`config.mk`:
```
export PLATFORM = sky130hd
export DESIGN_NAME = systempll_lock_monitor
export DESIGN_NICKNAME = d
export VERILOG_FILES = /design/src/rtl/systempll_mon_pkg.sv /design/src/rtl/pll_lock_chan.sv /design/src/rtl/systempll_lock_monitor.sv
export SDC_FILE = /design/constraint.sdc
export NUM_CORES = 1
export LEC_CHECK = 0
export BUFFER_PORTS_ARGS = -buffer_cell sky130_fd_sc_hd__buf_2
export CAP_MARGIN = 10
export CORE_MARGIN = 10
export CORE_UTILIZATION = 60
export DETAILED_ROUTE_END_ITERATION = 12
export PLACE_DENSITY = 0.91
export SYNTH_ARGS = -nofsm -noshare
export SYNTH_HDL_FRONTEND = slang
export SYNTH_SLANG_ARGS = --single-unit
```
`constraint.sdc`:
```
create_clock -name clk -period 5.6 [get_ports clk]
set_clock_uncertainty 0.1 [all_clocks]
set_input_delay 0.56 -clock clk [delete_from_list [all_inputs] [get_ports clk]]
set_output_delay 0.56 -clock clk [all_outputs]
set_load 0.01 [all_outputs]
```
`src/rtl/systempll_mon_pkg.sv`:
```
// Shared types and width helpers for the system-PLL lock monitor.
package systempll_mon_pkg;

    // Per-channel lock qualification states
    typedef enum logic [1:0] {
        UNLOCKED = 2'd0,
        SETTLING = 2'd1,
        LOCKED   = 2'd2
    } chan_state_t;

    // Downstream reset sequencer states
    typedef enum logic [1:0] {
        HOLD     = 2'd0,
        COUNT    = 2'd1,
        RELEASED = 2'd2
    } seq_state_t;

    // Width of a counter that has to hold the value stable_cycles
    function automatic int settle_cnt_w(input int stable_cycles);
        return $clog2(stable_cycles + 1);
    endfunction

    // Width of a counter that has to hold the value delay
    function automatic int release_cnt_w(input int delay);
        return $clog2(delay + 1);
    endfunction

endpackage

```
`src/rtl/pll_lock_chan.sv`:
```
// One monitored PLL lock input: synchroniser, stability qualifier,
// sticky loss flag and saturating loss counter.
module pll_lock_chan
    import systempll_mon_pkg::*;
#(
    parameter int SYNC_STAGES        = 2,
    parameter int LOCK_STABLE_CYCLES = 1024,
    parameter int CNT_W              = 8
) (
    input  logic             clk,
    input  logic             reset_n,
    input  logic             pll_locked_async,
    input  logic             monitor_disable,
    input  logic             clear_sticky,
    output logic             lock_stable,
    output logic             lock_lost_sticky,
    output logic [CNT_W-1:0] loss_count
);

    localparam int               SW         = settle_cnt_w(LOCK_STABLE_CYCLES);
    localparam logic [SW-1:0]    STABLE_TGT = SW'(LOCK_STABLE_CYCLES);
    localparam logic [CNT_W-1:0] CNT_MAX    = '1;

    logic [SYNC_STAGES-1:0] r_sync;
    logic                   w_lk_s;
    chan_state_t            r_state;
    chan_state_t            w_state_next;
    logic [SW-1:0]          r_settle;
    logic [SW-1:0]          w_settle_next;
    logic                   w_loss;
    logic                   r_sticky;
    logic [CNT_W-1:0]       r_loss_cnt;

    // Plain flop chain: nothing else may sit on the asynchronous path
    always_ff @(posedge clk or negedge reset_n) begin
        if (!reset_n) begin
            r_sync <= '0;
        end else begin
            r_sync <= {r_sync[SYNC_STAGES-2:0], pll_locked_async};
        end
    end

    assign w_lk_s = r_sync[SYNC_STAGES-1];

    // Qualification FSM next-state; a drop while SETTLING is a restart, only a drop from LOCKED is a loss
    always_comb begin
        w_state_next  = r_state;
        w_settle_next = r_settle;
        w_loss        = 1'b0;
        if (monitor_disable) begin
            w_state_next  = UNLOCKED;
            w_settle_next = '0;
        end else begin
            case (r_state)
                UNLOCKED: begin
                    if (w_lk_s) begin
                        if (LOCK_STABLE_CYCLES == 1) begin
                            w_state_next = LOCKED;
                        end else begin
                            w_state_next  = SETTLING;
                            w_settle_next = SW'(1);
                        end
                    end
                end
                SETTLING: begin
                    if (!w_lk_s) begin
                        w_state_next  = UNLOCKED;
                        w_settle_next = '0;
                    end else begin
                        w_settle_next = r_settle + SW'(1);
                        if (r_settle + SW'(1) == STABLE_TGT) begin
                            w_state_next = LOCKED;
                        end
                    end
                end
                LOCKED: begin
                    if (!w_lk_s) begin
                        w_state_next  = UNLOCKED;
                        w_settle_next = '0;
                        w_loss        = 1'b1;
                    end
                end
                default: begin
                    w_state_next  = UNLOCKED;
                    w_settle_next = '0;
                end
            endcase
        end
    end

    // State and settle counter registers
    always_ff @(posedge clk or negedge reset_n) begin
        if (!reset_n) begin
            r_state  <= UNLOCKED;
            r_settle <= '0;
        end else begin
            r_state  <= w_state_next;
            r_settle <= w_settle_next;
        end
    end

    // Loss bookkeeping; a loss in the same cycle as a clear counts as the first event after the clear
    always_ff @(posedge clk or negedge reset_n) begin
        if (!reset_n) begin
            r_sticky   <= 1'b0;
            r_loss_cnt <= '0;
        end else if (w_loss) begin
            r_sticky <= 1'b1;
            if (clear_sticky) begin
                r_loss_cnt <= CNT_W'(1);
            end else if (r_loss_cnt != CNT_MAX) begin
                r_loss_cnt <= r_loss_cnt + CNT_W'(1);
            end
        end else if (clear_sticky) begin
            r_sticky   <= 1'b0;
            r_loss_cnt <= '0;
        end
    end

    assign lock_stable      = (r_state == LOCKED);
    assign lock_lost_sticky = r_sticky;
    assign loss_count       = r_loss_cnt;

endmodule

```
`src/rtl/systempll_lock_monitor.sv`:
```
// Supervisor for NUM_PLLS system-PLL lock outputs: per-channel qualification,
// aggregate all_locked and a delayed release of the downstream reset.
module systempll_lock_monitor
    import systempll_mon_pkg::*;
#(
    parameter int NUM_PLLS           = 4,
    parameter int SYNC_STAGES        = 2,
    parameter int LOCK_STABLE_CYCLES = 1024,
    parameter int CNT_W              = 8,
    parameter int RELEASE_DELAY      = 16
) (
    input  logic                      clk,
    input  logic                      reset_n,
    input  logic [NUM_PLLS-1:0]       pll_locked_async,
    input  logic [NUM_PLLS-1:0]       monitor_disable,
    input  logic                      clear_sticky,
    output logic [NUM_PLLS-1:0]       lock_stable,
    output logic [NUM_PLLS-1:0]       lock_lost_sticky,
    output logic [NUM_PLLS*CNT_W-1:0] loss_count,
    output logic                      all_locked,
    output logic                      downstream_rst_n
);

    localparam int            DW       = release_cnt_w(RELEASE_DELAY);
    localparam logic [DW-1:0] REL_LAST = DW'(RELEASE_DELAY - 1);

    logic          w_all_qual;
    logic          w_any_en;
    logic          r_all_locked;
    seq_state_t    r_seq;
    seq_state_t    w_seq_next;
    logic [DW-1:0] r_dcnt;
    logic [DW-1:0] w_dcnt_next;
    logic          r_rst_n;
    logic          w_rst_n_next;

    for (genvar gi = 0; gi < NUM_PLLS; gi++) begin : g_chan
        pll_lock_chan #(
            .SYNC_STAGES        (SYNC_STAGES),
            .LOCK_STABLE_CYCLES (LOCK_STABLE_CYCLES),
            .CNT_W              (CNT_W)
        ) u_chan (
            .clk              (clk),
            .reset_n          (reset_n),
            .pll_locked_async (pll_locked_async[gi]),
            .monitor_disable  (monitor_disable[gi]),
            .clear_sticky     (clear_sticky),
            .lock_stable      (lock_stable[gi]),
            .lock_lost_sticky (lock_lost_sticky[gi]),
            .loss_count       (loss_count[gi*CNT_W +: CNT_W])
        );
    end

    assign w_all_qual = &(lock_stable | monitor_disable);
    assign w_any_en   = |(~monitor_disable);

    // Aggregate qualified lock; an all-disabled monitor never reports locked
    always_ff @(posedge clk or negedge reset_n) begin
        if (!reset_n) begin
            r_all_locked <= 1'b0;
        end else begin
            r_all_locked <= w_all_qual & w_any_en;
        end
    end

    // Sequencer next-state; the release flop is set on the same edge the counter reaches its last value
    always_comb begin
        w_seq_next   = r_seq;
        w_dcnt_next  = r_dcnt;
        w_rst_n_next = r_rst_n;
        case (r_seq)
            HOLD: begin
                if (r_all_locked) begin
                    w_dcnt_next = '0;
                    if (RELEASE_DELAY == 1) begin
                        w_seq_next   = RELEASED;
                        w_rst_n_next = 1'b1;
                    end else begin
                        w_seq_next = COUNT;
                    end
                end
            end
            COUNT: begin
                if (!r_all_locked) begin
                    w_seq_next   = HOLD;
                    w_dcnt_next  = '0;
                    w_rst_n_next = 1'b0;
                end else begin
                    w_dcnt_next = r_dcnt + DW'(1);
                    if (r_dcnt + DW'(1) == REL_LAST) begin
                        w_seq_next   = RELEASED;
                        w_rst_n_next = 1'b1;
                    end
                end
            end
            RELEASED: begin
                if (!r_all_locked) begin
                    w_seq_next   = HOLD;
                    w_dcnt_next  = '0;
                    w_rst_n_next = 1'b0;
                end
            end
            default: begin
                w_seq_next   = HOLD;
                w_dcnt_next  = '0;
                w_rst_n_next = 1'b0;
            end
        endcase
    end

    // Sequencer registers; downstream reset is a flop output so it cannot glitch
    always_ff @(posedge clk or negedge reset_n) begin
        if (!reset_n) begin
            r_seq   <= HOLD;
            r_dcnt  <= '0;
            r_rst_n <= 1'b0;
        end else begin
            r_seq   <= w_seq_next;
            r_dcnt  <= w_dcnt_next;
            r_rst_n <= w_rst_n_next;
        end
    end

    assign all_locked       = r_all_locked;
    assign downstream_rst_n = r_rst_n;

endmodule
```
== After elaboration in Yosys (flattened, before gate mapping) ==
Index checks and enable logic that the tools add are counted.
Word-level totals
  register bits after elaboration: 105
  bits in latches: 0
  bits in writable memories: 0
  bits in read-only memories: 0
  output and inout port bits: 42
  memories kept: 0
Cells by class
  add/sub/neg operators: 9
  multiply operators: 0
  divide/modulo/power cells: 0
  $lt $le $gt $ge: 0
  eq/ne operators: 34
  shifts and indexed selects: 0
  muxes and demuxes: 87
  bitwise logic cells: 4
  reductions and logical operators: 30
Operator list (number)
  11-bit 2-to-1 mux: 16
  11-bit case mux with 3 select lines: 4
  8-bit 2-to-1 mux: 13
  2-bit 2-to-1 mux: 24
  11-bit by 1-bit adder with 11-bit output, second input constant: 4
  11-bit equality test, second input constant: 4
  8-bit by 1-bit adder with 8-bit output, second input constant: 4
  8-bit != test, second input constant: 4
  2-bit case mux with 3 select lines: 5
  1-bit 2-to-1 mux: 20
  2-bit AND reduction: 9
  3-bit AND reduction: 6
  4-bit != test, second input constant: 4
  2-bit nonzero test: 8
  5-bit 2-to-1 mux: 3
  3-bit != test, second input constant: 5
  5-bit case mux with 3 select lines: 1
  3-bit by 2-bit != test with 1-bit output, second input constant: 4
  2-bit by 1-bit equality test with 1-bit output, second input constant: 5
  2-bit equality test, second input constant: 5
  2-bit logical NOT: 5
  5-bit by 1-bit adder with 5-bit output, second input constant: 1
  5-bit by 4-bit equality test with 1-bit output, second input constant: 1
  2-bit != test, second input constant: 2
  7 further kinds: 7

== Longest topological paths before layout ==
Gate-level depths: netlist of the first run.
  word-level depth: 6
  mapped depth: 7
  gate-level depth less buffers: 6

== By module ==
From an unflattened synthesis of the first run, not the netlist that was laid out.
Second synthesis, totals
  cell total of the unflattened synthesis: 645
  area total of the unflattened synthesis: 5901.9 um^2
Modules (own cells, without submodules)
  pll_lock_chan at g_chan[0].u_chan ...: times used 3, cells each 147, area each 1351.3 um^2, sequential area each 600.6 um^2
  pll_lock_chan at g_chan[3].u_chan: times used 1, cells each 148, area each 1332.5 um^2, sequential area each 600.6 um^2
  systempll_lock_monitor: times used 1, cells each 56, area each 515.5 um^2, sequential area each 225.2 um^2

== Worst setup path after synthesis of the first run ==
Ideal clock, no wire load.
  path type: input to register
  from: input port monitor_disable[3]
  to: register g_chan[3].u_chan.r_loss_cnt[7]
  library setup time: 78 ps
  data arrival time: 2033 ps
  required time: 5422 ps
  path slack: 3389 ps
  stages: 6
  cell sequence: buf_6 -> or4b_4 -> a41oi_4 -> nand3_4 -> or3_1 -> a21oi_1
Between the ends
  word-level cells in the longest chain between the ends: 3
  elaborated cells between the ends (all ways): 4
RTL lines
  from (decl): RTL line systempll_lock_monitor.sv:15  | input logic [NUM_PLLS-1:0] monitor_disable,
  1-bit 2-to-1 mux (*): RTL line pll_lock_chan.sv:50  | if (monitor_disable) begin
  2-bit nonzero test (no line)
  2-bit AND reduction (no line)
  to (signal assigned): RTL line pll_lock_chan.sv:112  | r_loss_cnt <= r_loss_cnt + CNT_W'(1);
  to (decl): RTL line pll_lock_chan.sv:32  | logic [CNT_W-1:0] r_loss_cnt;
Mark *: on every way between the ends. The rest lies on a longest branch, timed or not.
A chain may end at the register's enable or synchronous reset.

== Worst setup path in the final report of the first run ==
  from: register g_chan[1].u_chan.r_settle[0]
  to: register g_chan[1].u_chan.r_state[0]
Between the ends
  word-level cells in the longest chain between the ends: 4
RTL lines
  from (decl): RTL line pll_lock_chan.sv:28  | logic [SW-1:0] r_settle;
  from (signal assigned): RTL line pll_lock_chan.sv:98  | r_settle <= w_settle_next;
  11-bit by 1-bit adder with 11-bit output: RTL line pll_lock_chan.sv:71  | if (r_settle + SW'(1) == STABLE_TGT) begin
  11-bit equality test: RTL line pll_lock_chan.sv:71
  4-bit != test (no line)
  3-bit AND reduction (no line)
  to (signal assigned): RTL line pll_lock_chan.sv:97  | r_state <= w_state_next;
  to (decl): RTL line pll_lock_chan.sv:26  | chan_state_t r_state;
No other way between the ends.

==> results of run 1 <==
[synthesized netlist by cell type, drive strengths merged, types with 3 or more instances]
cell type / count
or4b: 6
nor2: 71
buf: 10
and2: 11
mux2i: 8
xnor2: 9
inv: 14
a21oi: 13
o21ai: 67
o31ai: 12
o32ai: 3
a31oi: 12
a22o: 9
a21o: 3
a211oi: 6
nor2b: 11
ha: 10
xor2: 22
o22ai: 5
or3: 6
nor3: 13
and3: 19
nor3b: 4
nand3: 27
nor4: 6
clkbuf: 23
nand2: 52
dfrtp: 105
nand4: 18
nand2b: 7
a41oi: 3
nand3b: 3
[per-stage QoR]
step | instances | setup slack [ns] | util [%] | instance area [sq um]
2_1_floorplan | 616 | 3.39 | - | 5670
3_3_place_gp | 767 | 3.23 | 64.5 | 5960
3_5_place_dp | 767 | 3.20 | 64.5 | 5960
4_1_cts | 782 | 3.24 | 66.6 | 6150
5_1_grt | 783 | 3.09 | 66.6 | 6160
6_report | 783 | 3.22 | 66.6 | 6160
[state kept, by name (all words and copies together) (netlist names)]
name,cells
downstream_rst_n,1
g_chan.u_chan.loss_count,32
g_chan.u_chan.r_settle,44
r_dcnt,5
g_chan.u_chan.lock_lost_sticky,4
g_chan.u_chan.r_state,8
all_locked,1
g_chan.u_chan.r_sync,8
r_seq,2
[per-layer routing]
layer	wire (um)	track usage [%]
met1	5310	22.9
met2	5980	29.6
met3	799	4.84
met4	199	6.92
met5	13	0
[logic make-up (layout without fill, tap and decap cells)]
| logic type | Yosys count | count (layout) | synth area share [%] |
|---|---|---|---|
| adder cells (fa/ha/maj) | 10 | 10 | 2.21 |
| other | 0 | 1 | 0 |
| XOR/XNOR | 31 | 31 | 4.79 |
| AND/OR/NAND/NOR | 262 | 262 | 23.8 |
| flip-flops | 105 | 105 | 46.4 |
| AO/OA/AOI/OAI | 151 | 151 | 17.3 |
| buffers and inverters | 47 | 84 | 3.80 |
| multiplexers | 10 | 10 | 1.81 |
[power by group through the flow]
stage	Combinational (mW)	Sequential, mW	Clock (mW)
global placement	0.0535	0.790	0
floorplan	0.0300	0.787	0
global route	0.0638	0.777	0.516
CTS	0.0565	0.776	0.482
finish	0.0558	0.776	0.467
detailed placement	0.0564	0.791	0
[layout make-up]
cell class	count	area share, %
clock inverters	4	0.874
clock buffers	11	2.30
diodes	1	0.0407
flip-flops and latches	105	42.7
multi-input cells	464	46.0
well taps	129	2.62
inverters	14	0.854
repair buffers	55	4.63
[worst register-to-register path, cell delays in order (launching register included)]
cell and delay (ns):
dfrtp_1 0.44, ha_1 0.29, nand4_1 0.22, or3_1 0.41
xor2_1 0.16, nor4_1 0.47, mux2i_1 0.23
[worst paths after layout]
path	start	depth (start not counted)	endpoint	slack, ns
max in group asynchronous	reset_n	2	g_chan[2].u_chan.r_settle[5]	4.14
min	reset_n	1	g_chan[3].u_chan.loss_count[3]	0.03
max	g_chan[1].u_chan.r_settle[0]	6	g_chan[1].u_chan.r_state[0]	3.22
max reg2reg	g_chan[1].u_chan.r_settle[0]	6	g_chan[1].u_chan.r_state[0]	3.22
min in group clk	pll_locked_async[3]	1	g_chan[3].u_chan.r_sync[0]	0.20
min reg2reg	g_chan[1].u_chan.r_sync[0]	0	g_chan[1].u_chan.r_sync[1]	0.25
==> impl_results.md, run 1 <==
* Status: finished clean
* Total design power at about 1.3 mW
* Total negative slack at 0 ns
* Power per standard cell area at 211 mW/mm^2
* Setup CP Type: flop to flop
* Post-synth EDFFs at 0
* Slowest CP cell: nor4_1
* CTS tree: yes
* P&R area growth vs syn at 8.61%
* Most common cell after layout, fill and taps aside: dfrtp_1
* Period minus WS final at around 2.4 ns
* Clk network pwr share at between 30% and 40%
* Full die area at 0.0137 sq mm
* Final Slew Violations at 0
* Clock Sink Count at 105
* Hold slack at slightly below 0.03 ns
* P_leak at 2.78 nW
* # H-tree levels at 3
* WP data required at just under 6 ns
* Fill cells at around 710
* Final net count at between 600 and 700
* Core area at a little over 0.009 sq mm
* Area taken by multi-input logic gates at 0.00283 sq mm
* Max VDD drop at about 0.17 mV
* Synthesized net count at around 640
* Final Hold Vio Count at 0
* Clock Pin Slew Worst Setup and Hold Paths at approximately 0.10 ns
* Rel. slew slack at 26.2%
* Clk_lat worst skew at 0.36 ns
* Setup Buffers After CTS at 0
* Flop pwr share at roughly three fifths
* Cells after synthesis at just over 600
* Vias per Instance at between 6 and 7
* Worst slew pin tran at roughly 1.1 ns
* WP data arrival at approximately 2.6 ns
* Part of the Yosys area used for sequential elements at between 40% and 50%
* RSZ-0062 raised after global routing: no
* Root buf cell: clkbuf_8
* Synthesized area at 0.00567 sq mm
* Internal at 0.999 mW
* Final setup vio count at 0
* Routed wire per std cell at 15.7 um
* Seq cells post-synth at about 110
* Synth top area share at between 40% and 50%
* Drt first pass iters at 7
* GPL Wtd Cong at ~0.89
* Worst-case clock buffer depth at 2
* FF+latch area at approximately 0.0026 sq mm
* Ys async rst share at 100%
* Main area contributors after synthesis: dfrtp_1, o21ai_0, nor2_1
* Worst hold path type: input port to asynchronous set/reset pin
* Top_reg_cell synth: dfrtp_1
* # hold bufs at CTS at 0
* Die Wd at between 100 and 150 um
* YS warnings at 0
* Most frequent cells in the layout: dfrtp_1, nor2_1, o21ai_0
* First-pass GRT wire length at slightly above 20000 um
* IO Count at between 50 and 60
* Final worst-path cycle share at about 42%
* Initial antenna violation count at 2
* Largest stage delay on the critical path at around 0.47 ns
* Vias in the first global route at 4546
* Vias at 4845
* Crit path max-delay family: simple AND/OR/NAND/NOR gates
* Switching power total at 0.300 mW
* Total global routing overflow at 0
* Crit-path cells: ha_1 -> nand4_1 -> or3_1 -> xor2_1 -> nor4_1 -> mux2i_1
* Synth Area per Inst at between 9 and 10 sq um
* Max-cap violations at 0
* Cell Rows at 35
* Critical path fanouts, max at 6
* TritonCTS Buffers at 9
* DP HPWL at approximately 8800 um
* Endpoint class of the critical path: flop
* # DRC at 0
* Port bufs at 52
* Comb pwr share at about 4.3%
* GR Util All Layers at between 10% and 20%
* Routed Antenna Nets at 0
* Initial Utilization at between 60% and 70%
* Die height at 117 um
* Cell taking the most area after synthesis: dfrtp_1
* Starting DRT DRC Count at about 490
* Resized cells post-CTS at 0
* Share of cells above drive strength 1 at around 13%
* Worst setup SP type: flop
* Sw Ratio at around 23%
* Achievable Freq at approximately 0.42 GHz
* Distinct cells, synth at 60
* CP bufs+invs at 0
* DRT Wirelength at 12300 um
* Largest net degree at the start of global routing at 70
(Power assumes the default switching activity.)
==> run 2: changes to the inputs <==
Clock period 5.6 ns to 2.2 ns, I/O delays scaled along.
==> impl_results.md, run 2 (synthesis results as in run 1) <==
* Status: finished clean
* Top layer in use: met5
* Biggest register: g_chan.u_chan.r_settle
* WL met3 at between 900 and 1000 um
* Most common cell after layout, fill and taps aside: dfrtp_1
* TritonCTS Buffers at 9
* Total design power at approximately 3.6 mW
* # H-tree levels at 3
* Initial Utilization at about three fifths
* Clk_lat worst skew at 0.38 ns
* Achievable Freq at 0.468 GHz
* Drt first pass iters at 6
* Max VDD drop at about 0.31 mV
* Full die area at ~0.014 sq mm
* GPL Wtd Cong at just over 0.9
* WP data arrival at around 2.3 ns
* Endpoint class of the critical path: flop
* Max-cap violations at 0
* Worst hold stages at 4
* Reg-to-Reg End: g_chan[2].u_chan.loss_count[6]
* Setup CP Type: flop to flop
* Final Hold Vio Count at 0
* Total global routing overflow at 0
* Vias at slightly above 5000
* Root buf cell: clkbuf_8
* Port bufs at 52
* Final net count at a little under 700
* Routed wire per std cell at ~18 um
* Die Wd at 117 um
* Clock Sink Count at between 100 and 150
* M1 WL at 5730 um
* Final worst-path cycle share at 97.1%
* Worst reg2reg startpoint: g_chan[2].u_chan.r_sync[1]
* Worst hold path type: input port to flop
* Routed Antenna Nets at 0
* CTS tree: yes
* Fin area at 0.00645 sq mm
* Vias per Instance at 6.29
* Vias in the first global route at a little under 5000
* Critical path fanouts, max at 6
* P&R area growth vs syn at 13.9%
* Share of cells above drive strength 1 at 15.5%
* # DRC at 0
* WP data required at 2.33 ns
* First-pass GRT wire length at approximately 23000 um
* Largest net degree at the start of global routing at 51
* GR Util All Layers at 21.0%
* Worst setup SP type: flop
* Fill cells at about 660
* Final Slew Violations at 0
* Cell Rows at 35
* Most frequent cells in the layout: dfrtp_1, nor2_1, o21ai_0
* Die height at roughly 120 um
* Core area at about 0.009 sq mm
* Period minus WS final at 2.14 ns
* Hold Startpoint: monitor_disable[1]
* DP HPWL at ~9700 um
* Worst slew pin tran at between 0.6 and 0.7 ns
* Clock Pin Slew Worst Setup and Hold Paths at approximately 0.10 ns
* Max FFs per register at 44
* Power per standard cell area at between 500 and 600 mW/mm^2
* Post-DP Area at between 0.006 and 0.007 sq mm
* IO Count at 53
* Rel. slew slack at a little under three fifths
* Worst-case clock buffer depth at 2
* P_leak at 2.93 nW
* DRT Wirelength at ~14000 um
* FF-to-FF setup slack at between 0.06 and 0.07 ns
* Final setup vio count at 0
* Worst r2r path cells at 4
* Metal2 WL at 7080 um
* Starting DRT DRC Count at approximately 510
* Worst setup path start: g_chan[2].u_chan.r_sync[1]
* WHS Endpoint: g_chan[1].u_chan.r_state[0]
* Initial antenna violation count at 1
-- run 2: worst max-delay path, cell delays in order (launching register included) --
cell and delay (ns):
dfrtp_1 0.41, or4b_1 0.64, or4b_2 0.69, o21ai_0 0.10, nor2_1 0.06
-- run 2: power by group --
group	internal (mW)	leakage [nW]	switching, mW
Sequential	1.95	1.44	0.0251
Combinational	0.0625	1.39	0.119
Clock	0.750	0.109	0.660
-- run 2: worst max path at each step --
stage          depth (start not counted)  slack, ns                        endpoint
2_1_floorplan                          6       0.17     g_chan[1].u_chan.r_state[0]
3_3_place_gp                           6       0.11     g_chan[1].u_chan.r_state[0]
3_5_place_dp                           6       0.03     g_chan[1].u_chan.r_state[0]
4_1_cts                                6       0.01     g_chan[1].u_chan.r_state[0]
5_1_grt                                5      -0.04  g_chan[0].u_chan.loss_count[4]
6_report                               4       0.06  g_chan[2].u_chan.loss_count[6]
-- run 2: cell type report --
type	instances	area (sq um)	share of cell area, %
Clock inverter	5	105	1.63
Clock buffer	10	128	1.98
Timing Repair Buffer	80	503	7.79
Multi-Input combinational cell	464	2870	44.5
Antenna cell	1	2.50	0.0388
Inverter	14	52.6	0.814
Sequential cell	105	2630	40.7
Tap cell	129	161	2.50
-- run 2: repair_timing --
action	in CTS	in global routing
pin swaps	0	1
hold endpoints to repair	40	0
setup buffers	0	2
hold buffers	7	0
gates resized for setup	1	8
setup endpoints to repair	1	9
-- run 2: per-layer routing --
metal	GRT usage [%]	vias to the layer above
li1	-	2357
met4	8.65	2
met5	0	-
met3	5.05	41
met2	34.9	211
met1	25.6	2471
-- run 2: stage by stage --
stage | utilization, % | worst slack, ns | hold slack [ns] | instances | setup TNS (ns)
after floorplan | - | 0.174 | -0.176 | 616 | 0
after global placement | 65.8 | 0.109 | 0.106 | 783 | 0
after detailed placement | 65.8 | 0.0319 | 0.114 | 783 | 0
after CTS | 69.2 | 0.0115 | 0.0349 | 805 | 0
after global routing | 69.8 | -0.0393 | 0.0552 | 807 | -0.0444
final | 69.8 | 0.0639 | 0.0655 | 808 | 0
==> run 3: changes to the inputs <==
Settings changed: ABC_AREA from default to 1, PLACE_DENSITY 0.91 to 0.9.
==> impl_results.md, run 3 <==
* Worst-case clock buffer depth at 2
* Post-synthesis mux area share at 0%
* Final Hold Vio Count at 0
* Comb pwr share at under 10%
* DP HPWL at between 10000 and 15000 um
* Simple logic cell fraction of the synthesized area at between 20% and 30%
* # H-tree levels at 3
* Internal at between 2 and 2.5 mW
* Port bufs at 52
* Max VDD drop at around 0.36 mV
* Part of the Yosys area used for sequential elements at between 40% and 50%
* Largest family of logic cells by synthesized area: simple AND/OR/NAND/NOR gates
* Total design power at 3.32 mW
* Clock Sink Count at 105
* YS warnings at 0
* CTS tree: yes
* Cells after DPL at between 900 and 1000
* Synthesized net count at ~770
* Final cell count without fillers at between 900 and 1000
* Flop pwr share at 60.2%
* GR Util All Layers at between 15 and 20%
* Slowest CP cell: dfrtp_1
* Achievable Freq at ~0.54 GHz
* Setup Buffers After CTS at 0
* Synth Area in Compound Gates at between 10% and 20%
* Biggest register: g_chan.u_chan.r_settle
* Starting DRT DRC Count at 546
* Total negative slack at 0 ns
* Initial Utilization at 62.1%
* Drt first pass iters at 6
* Largest net degree at the start of global routing at between 70 and 80
* Clock Pin Slew Worst Setup and Hold Paths at 0.10 ns
* Total global routing overflow at 0
* WP data required at 2.37 ns
* Clk_lat worst skew at around 0.37 ns
* Power per standard cell area at about 520 mW/mm^2
* WP data arrival at around 2 ns
* Most frequent cells in the layout: nand2_1, dfrtp_1, inv_1
* P&R area growth vs syn at 10.2%
* Crit-path cells: ha_1 -> nand2_1 -> nor2_1 -> nand2_1 -> nor2_2 -> nand3_1 -> nand2_2 -> nand2_4 -> nand3_1 -> nand2_1 -> nand2_1 -> inv_1
* Synth Area per Inst at ~7.7 sq um
* Switching power total at 0.850 mW
* Worst hold path type: input port to flop
* Final setup vio count at 0
* GPL Wtd Cong at ~0.96
* Synth Area in XOR/XNOR at slightly below 2%
* Synth top area share at between 40% and 50%
* Antenna Cells at 0
* Routed wire per std cell at 14.3 um
* Synth cell count leaders: nand2_1, dfrtp_1, inv_1, nand3_1, nor2_1
* Fill cells at between 700 and 800
* Max-cap violations at 0
* Sw Ratio at between 20 and 30%
* Hold slack at ~0.060 ns
* Most common cell after layout, fill and taps aside: nand2_1
* Worst setup SP type: flop
* IO Count at 53
* DRT Wirelength at around 13000 um
* Worst slew pin tran at a little under 0.6 ns
* Setup CP Type: flop to flop
* Most used cell, CP: nand2_1
* Full die area at 0.0140 sq mm
* Seq cells post-synth at approximately 110
* Cells after synthesis at roughly 750
* Initial antenna violation count at 0
* Final Slew Violations at 0
* Vias at between 5000 and 6000
* # DRC at 0
* Post-synth EDFFs at 0
* Final worst-path cycle share at between 80% and 90%
* Synthesized area at 0.00579 sq mm
* Final net count at just over 800
* Rel. slew slack at between 60% and 70%
* Clk network pwr share at between 30% and 40%
* Max FFs per register at 44
* Period minus WS final at approximately 1.8 ns
* Main area contributors after synthesis: dfrtp_1, nand2_1, inv_1
* P_leak at a little over 3 nW
* Cell taking the most area after synthesis: dfrtp_1
* Root buf cell: clkbuf_8
* Ys async rst share at 100%
* RSZ-0062 raised after global routing: no
* Core area at 0.00933 sq mm
* Cell Rows at 35
* Die height at roughly 120 um
* First-pass GRT wire length at around 23000 um
* Vias in the first global route at about 5200
* Status: finished clean
* Die Wd at 118 um
* Vias per Instance at about 5.5
* TritonCTS Buffers at 9
* Synth Area in Adders at under 10%
* Share of cells above drive strength 1 at around 14%
* Most common cell in the netlist: nand2_1
* Top_reg_cell synth: dfrtp_1
* Routed Antenna Nets at 0
* Endpoint class of the critical path: flop
* Distinct cells, synth at 45
* Critical path fanouts, max at 9
* Largest stage delay on the critical path at between 0.4 and 0.5 ns
==> run 3: cell count changes in the layout (fill, tap and decap cells not counted), moves of 11 or more <==
| cell | delta |
|---|---|
| o21ai_0 | -17 |
| inv_2 | +14 |
| nor2b_1 | -11 |
| o22ai_1 | +20 |
| buf_4 | -18 |
| o21ai_1 | +13 |
| inv_1 | +89 |
| nand2_1 | +149 |
| xor2_1 | -12 |
| nand3_1 | +26 |
| and3_1 | -19 |
| o31ai_1 | -11 |
| nor2_1 | -19 |
==> run 3: logic make-up (layout without fill, tap and decap cells) <==
group,after synthesis,count (layout)
fa+ha+maj,10,10
simple gates,362,362
compound gates,128,128
buf+inv,131,193
flops,105,105
xor+xnor,12,12
==> run 3: critical path: cells and delay by family (launching register included) <==
family / cells / cell delay [ns]
adders and majority gates: 1 / 0.19
buffers and inverters: 1 / 0.04
DFF: 1 / 0.42
and+or+nand+nor: 10 / 1.01
==> run 3: timing repair <==
action,in CTS,in global routing
gates resized for setup,0,0
endpoints found under the hold margin,31,0
hold buffers,5,0
==> run 3: worst paths after layout <==
| path | start | end | slack [ns] | cells after the start |
|---|---|---|---|---|
| max reg2reg | g_chan[2].u_chan.loss_count[0] | g_chan[2].u_chan.loss_count[5] | 0.36 | 12 |
| min reg2reg | g_chan[0].u_chan.r_sync[0] | g_chan[0].u_chan.r_sync[1] | 0.26 | 0 |
| min | monitor_disable[1] | g_chan[1].u_chan.r_state[0] | 0.06 | 4 |
| max | g_chan[2].u_chan.loss_count[0] | g_chan[2].u_chan.loss_count[5] | 0.36 | 12 |
| min in group asynchronous | reset_n | g_chan[3].u_chan.r_settle[9] | 0.22 | 2 |
| max in group asynchronous | reset_n | g_chan[0].u_chan.loss_count[0] | 1.04 | 3 |
==> run 3: area by class of cell <==
cell class	instances	area, sq um	area share [%]
multi-input cells	512	2640	41.3
flip-flops and latches	105	2630	41.2
inverters	118	443	6.94
repair buffers	60	348	5.45
well taps	129	161	2.53
clock buffers	13	149	2.33
clock inverters	2	15.0	0.235
==> run 3: power groups by stage <==
stage               Sequential, mW  Clock, mW  Combinational (mW)
floorplan                     2.03          0               0.155
CTS                           2.00       1.08               0.257
detailed placement            2.04          0               0.251
finish                        2.00       1.07               0.257
global placement              2.03          0               0.239
global route                  2.01       1.15               0.295
==> run 3: routing by layer <==
metal / routed length, um / global-route usage, %
met1: 5590 / 23.4
met2: 6840 / 33.4
met3: 796 / 4.57
met4: 185 / 5.64
met5: 0 / 0
==> run 3: per-stage QoR <==
stage                     util [%]  setup slack (ns)  cell area [sq um]
after global placement        66.1             0.520               6170
after global routing          68.4             0.182               6380
after floorplan                  -             0.546               5790
after CTS                     68.4             0.384               6380
after detailed placement      66.1             0.409               6170
final                         68.4             0.359               6380
